--- config.mk ---
export PLATFORM = sky130hd
export DESIGN_NAME = in_port_credit_fifo
export DESIGN_NICKNAME = d
export VERILOG_FILES = /design/src/rtl/connect_pkg.sv /design/src/rtl/flit_sync_fifo.sv /design/src/rtl/in_port_credit_fifo.sv
export SDC_FILE = /design/constraint.sdc
export NUM_CORES = 1
export LEC_CHECK = 0
export BUFFER_PORTS_ARGS = -buffer_cell sky130_fd_sc_hd__buf_2
export CORE_MARGIN = 1.5
export CORE_UTILIZATION = 62
export DETAILED_ROUTE_END_ITERATION = 8
export GPL_TIMING_DRIVEN = 0
export HOLD_SLACK_MARGIN = 0.1
export MAX_ROUTING_LAYER = met4
export PLACE_DENSITY = 0.85
export REMOVE_ABC_BUFFERS = 1
export SKIP_LAST_GASP = 1
export SLEW_MARGIN = 10
export SYNTH_ARGS = -nofsm -noshare
export SYNTH_HDL_FRONTEND = slang
export SYNTH_SLANG_ARGS = --single-unit
--- constraint.sdc ---
create_clock -name CLK -period 3.5 [get_ports CLK]
set_input_delay 0.175 -clock CLK [delete_from_list [all_inputs] [get_ports CLK]]
set_output_delay 0.175 -clock CLK [all_outputs]
set_load 0.1 [all_outputs]
--- src/rtl/connect_pkg.sv ---
// Shared NoC flit/credit types and sizing for the ingress credit FIFO.
package connect_pkg;
  localparam int FLIT_WIDTH  = 40;
  localparam int DEST_BITS   = 2;
  localparam int VC_BITS     = 1;
  localparam int NUM_VCS     = 2 ** VC_BITS;
  localparam int DEPTH       = 4;
  localparam int CREDIT_INIT = 4;
  localparam int CNT_W       = $clog2(CREDIT_INIT + 1);
  localparam int DATA_BITS   = FLIT_WIDTH - 2 - DEST_BITS - VC_BITS;

  typedef struct packed {
    logic                 valid;
    logic                 is_tail;
    logic [DEST_BITS-1:0] dst;
    logic [VC_BITS-1:0]   vc;
    logic [DATA_BITS-1:0] data;
  } flit_t;

  typedef struct packed {
    logic               valid;
    logic [VC_BITS-1:0] vc;
  } credit_t;

  typedef logic [CNT_W-1:0] cnt_t;
endpackage

--- src/rtl/flit_sync_fifo.sv ---
// Synchronous flit FIFO with wrap-bit pointers and a combinational head.
module flit_sync_fifo
  import connect_pkg::*;
#(
  parameter int DEPTH = 4
) (
  input  logic  clk,
  input  logic  rst,
  input  logic  push,
  input  logic  pop,
  input  flit_t wdata,
  output flit_t head,
  output logic  full,
  output logic  empty
);
  localparam int AW = $clog2(DEPTH);

  flit_t          mem [DEPTH];
  logic [AW:0]    wr_ptr;
  logic [AW:0]    rd_ptr;

  assign empty = (wr_ptr == rd_ptr);
  assign full  = (wr_ptr[AW] != rd_ptr[AW]) &&
                 (wr_ptr[AW-1:0] == rd_ptr[AW-1:0]);
  assign head  = mem[rd_ptr[AW-1:0]];

  always_ff @(posedge clk) begin
    if (rst) begin
      wr_ptr <= '0;
      rd_ptr <= '0;
    end else begin
      if (push) wr_ptr <= wr_ptr + 1'b1;
      if (pop)  rd_ptr <= rd_ptr + 1'b1;
    end
  end

  always_ff @(posedge clk) begin
    if (push) mem[wr_ptr[AW-1:0]] <= wdata;
  end
endmodule

--- src/rtl/in_port_credit_fifo.sv ---
// NoC send-port ingress buffer with per-VC credit flow control.
// Optional IN_PORT_TRACE_EN macro enables per-cycle send/credit trace.
module in_port_credit_fifo
  import connect_pkg::*;
(
  input  logic                  CLK,
  input  logic                  RST_N,
  input  logic [FLIT_WIDTH-1:0] put_flit,
  input  logic                  put_flit_valid,
  output logic                  put_flit_ready,
  output logic [FLIT_WIDTH-1:0] send_ports_putFlit_flit_in,
  output logic                  EN_send_ports_putFlit,
  input  logic [VC_BITS:0]      send_ports_getCredits,
  output logic                  EN_send_ports_getCredits
);
  flit_t              head;
  logic               full;
  logic               empty;
  logic               push;
  logic               send;
  credit_t            cr;
  cnt_t               credit [NUM_VCS];
  logic [NUM_VCS-1:0] inc;
  logic [NUM_VCS-1:0] dec;

  // RST_N is active-high; all strobes are held low while it is asserted.
  assign cr             = credit_t'(send_ports_getCredits);
  assign put_flit_ready = !RST_N && !full;
  assign push           = put_flit_valid && put_flit_ready;
  assign send           = !RST_N && !empty && (credit[head.vc] != '0);

  assign EN_send_ports_putFlit    = send;
  assign EN_send_ports_getCredits = !RST_N;

  always_comb begin
    send_ports_putFlit_flit_in = '0;
    if (send) begin
      send_ports_putFlit_flit_in = head;
      send_ports_putFlit_flit_in[FLIT_WIDTH-1] = 1'b1;
    end
  end

  flit_sync_fifo #(.DEPTH(DEPTH)) u_fifo (
    .clk   (CLK),
    .rst   (RST_N),
    .push  (push),
    .pop   (send),
    .wdata (flit_t'(put_flit)),
    .head  (head),
    .full  (full),
    .empty (empty)
  );

  always_comb begin
    inc = '0;
    dec = '0;
    for (int v = 0; v < NUM_VCS; v++) begin
      inc[v] = !RST_N && cr.valid && (cr.vc == VC_BITS'(v));
      dec[v] = send && (head.vc == VC_BITS'(v));
    end
  end

  // Same-VC send and return cancel; over-return saturates.
  always_ff @(posedge CLK) begin
    for (int v = 0; v < NUM_VCS; v++) begin
      if (RST_N) begin
        credit[v] <= cnt_t'(CREDIT_INIT);
      end else if (inc[v] && !dec[v]) begin
        if (credit[v] != cnt_t'(CREDIT_INIT))
          credit[v] <= credit[v] + 1'b1;
      end else if (dec[v] && !inc[v]) begin
        credit[v] <= credit[v] - 1'b1;
      end
    end
  end

`ifndef SYNTHESIS
  always_ff @(posedge CLK) begin
    for (int v = 0; v < NUM_VCS; v++) begin
      if (inc[v] && !dec[v] && credit[v] == cnt_t'(CREDIT_INIT))
        $error("credit overflow on vc %0d", v);
    end
  end
`endif

`ifdef IN_PORT_TRACE_EN
  logic [15:0] cycle;

  always_ff @(posedge CLK) begin
    if (RST_N) cycle <= '0;
    else       cycle <= cycle + 1'b1;
    if (send)
      $display("%d: send flit %x", cycle, send_ports_putFlit_flit_in);
    if (!RST_N && cr.valid)
      $display("%d: get a credit vc %0d", cycle, cr.vc);
  end
`endif
endmodule

==> impl_metrics.tcl <==
set metrics [dict create \
    status "finished, final reports clean" \
    synth_area_mm2 0.00681 \
    finalCriticalPeriod_ns 3.18 \
    synth_top_cell_by_area "edfxtp_1" \
    fin_ws_ns 0.316 \
    whs_ns 0.160 \
    switching_power_uw 2460 \
    grt_max_degree 40 \
    final_common_cell "edfxtp_1" \
    synth_area_leaders "edfxtp_1, mux4_2, and3_1" \
    fmax_mhz 314 \
    synth_seq_area_share_pct 73.8 \
    synth_edf_count 162 \
    grt.total_usage_pct 26.6 \
    worst_slew_pin_slew_ns 0.719 \
    detail-route-antenna-nets 0 \
    drv_slew 0 \
    dpl_cell_area_mm2 0.00756 \
    synth_seq_cells 170 \
    overflow 0 \
    crit_chain "buf_12, mux4_2, mux2i_4, buf_16, and3_1, buf_2" \
    synth.top_cell.area_share_pct 71.4 \
    vias 3831 \
    worst_path_max_delay_cell "dfxtp_2" \
    io_buffers 86 \
    ff2ff_path_depth 8 \
    setup.worst_path.start_class "register" \
    cp_max_fo 27 \
    cts_buffers 17 \
    synth.avg_cell_area_um2 19.2 \
    drive_gt1_share_pct 34.8 \
    p_int_uw 4040 \
    crit_path_end_kind "primary output" \
    peakVddDrop_v 0.000536 \
    drc 0 \
    layout_common_cells "edfxtp_1, buf_2, and3_1, dlygate4sd3_1, mux4_2" \
    ys_warn_count 0 \
    setup_viol 0 \
    cpPeakStageDelay_ns 0.65 \
    leakagePower_uw 0.00318 \
    finalHoldViolations 0 \
    fin_tns_setup_ns 0 \
    dieArea_mm2 0.0116 \
    clockPowerShare_pct 28.6 \
    crit_type "register to primary output" \
    diodes 0 \
    coreArea_mm2 0.0108 \
    std_cell_rows 38 \
    fin_area_mm2 0.00858 \
    nFillCells 562 \
    worstPathRequired_ns 3.32 \
    grt_pass1_wl_um 21500 \
    initial_core_util_pct 63.1 \
    place_ws_ns 0.607 \
    drtIter0Drc 283 \
    worstPathArrival_ns 3.01 \
    drv_cap 0 \
    stdcell_count 643 \
    rsz0062_at_grt "false" \
    die_w_um 108 \
    fp.dieH_um 108 \
    clock_skew_ns 0.00708 \
    htree_num_levels 4 \
    ios 88 \
    viasPerCell 5.96 \
    synth.distinct_cells 35 \
    cts_tree "done" \
    synthArstFlopShare_pct 0 \
    power_density_mw_per_mm2 757 \
    gp_congestion 0.806 \
    hold_depth 4 \
    clk_pin_slew_worst_paths_ns 0.06 \
    synthCells 355 \
    switching_share_pct 37.8 \
    clk_latency_ns 0.53 \
    sequentialPowerShare_pct 37.1 \
    area_delta_synth_final_pct 25.9 \
    layout_worst_path_cycle_share_pct 91.0 \
    cts_buffer_depth 2 \
    max_slew_margin_pct 52.0 \
    clock_sinks 170 \
    combPwrFrac_pct 34.3 \
    cts_root_buf "clkbuf_8" \
    antenna_found_initial 0 \
    hold_path.class "input port to register" \
    layout.nets 544 \
    wl_per_cell_um 21.5 \
    synth_ff_type "edfxtp_1" \
    post-dp-hpwl_um 7710 \
    drtPass1Iterations 6 \
    drt_wl_total_um 13800 \
    dpl.cell_count 570 \
    grt_pass1_vias 4156 \
]
==> cells in the mapped netlist, types with 2 or more instances <==
library cell	n
buf_2	8
nor2_1	13
a31oi_1	2
inv_1	7
nand3_1	5
a21oi_1	2
and3_1	40
and2_1	4
dfxtp_1	8
edfxtp_1	162
mux4_2	39
ha_1	8
xnor2_1	8
o21ai_0	4
mux2i_1	2
nand2_1	10
xor2_1	3
nor3_1	5
clkbuf_1	9
==> critical path, delay by kind of cell, from the launching register on <==
kind,cells,cell delay [ns]
mux,2,0.72
flops,1,0.65
simple gates,1,0.19
buf+inv,3,0.89
==> power by group through the flow <==
stage / registers, uW / logic (uW) / clock network (uW)
after floorplan: 2520 / 1630 / 0
after global placement: 2590 / 1920 / 0
after detailed placement: 2450 / 2170 / 0
after CTS: 2410 / 2230 / 1880
after global routing: 2420 / 2330 / 1950
final: 2410 / 2230 / 1860
==> layout make-up <==
type                    instances  area [um2]  area share (%)
clock inverters                15         181            2.12
flip-flops and latches        170        5030            58.6
multi-input cells             158        1710            19.9
inverters                       8        30.0           0.350
repair buffers                135        1040            12.1
well taps                     140         175            2.04
clock buffers                  17         414            4.83
==> per-layer routing <==
layer | track usage (%) | vias up | part of all wire (%)
met5 | - | - | 0
met4 | 10.7 | 0 | 1.4
met3 | 5.08 | 14 | 4.5
met2 | 46.1 | 150 | 55
met1 | 30.9 | 1962 | 39
li1 | - | 1705 | -
==> path summary, 6_finish.rpt <==
check	start	end	slack [ns]
setup / recovery	register	send_ports_putFlit_flit_in[15]	0.32
hold / removal	put_flit_valid	u_fifo.wr_ptr[1]	0.16
setup reg to reg	register	credit[1][1]	0.66
hold reg to reg	u_fifo.rd_ptr[1]	register	0.56
==> cells by family after synthesis <==
logic type,Yosys count,synth area share (%)
flip-flops,170,73.8
AND/OR/NAND/NOR,79,6.24
buffers and inverters,27,1.69
XOR/XNOR,11,1.41
AO/OA/AOI/OAI,18,1.95
multiplexers,41,13.2
adder cells (fa/ha/maj),9,1.76
==> state kept, by name (all words and copies together) (netlist names), named ones only <==
name / count
u_fifo.rd_ptr: 3
u_fifo.mem: 156
u_fifo.wr_ptr: 3
credit: 6
==> through the flow <==
step | utilization (%) | power [uW]
floorplan | - | 4150
global placement | 67.9 | 4510
detailed placement | 70.1 | 4620
CTS | 79.3 | 6530
global route | 79.5 | 6700
finish | 79.5 | 6490
==> timing repair <==
item	in CTS	in global routing
resized for setup	0	0
endpoints found under the hold margin	162	0
setup endpoints to repair	0	22
setup buffers	0	1
hold buffers	40	0
Note: power is estimated with default switching activity, not from simulation.
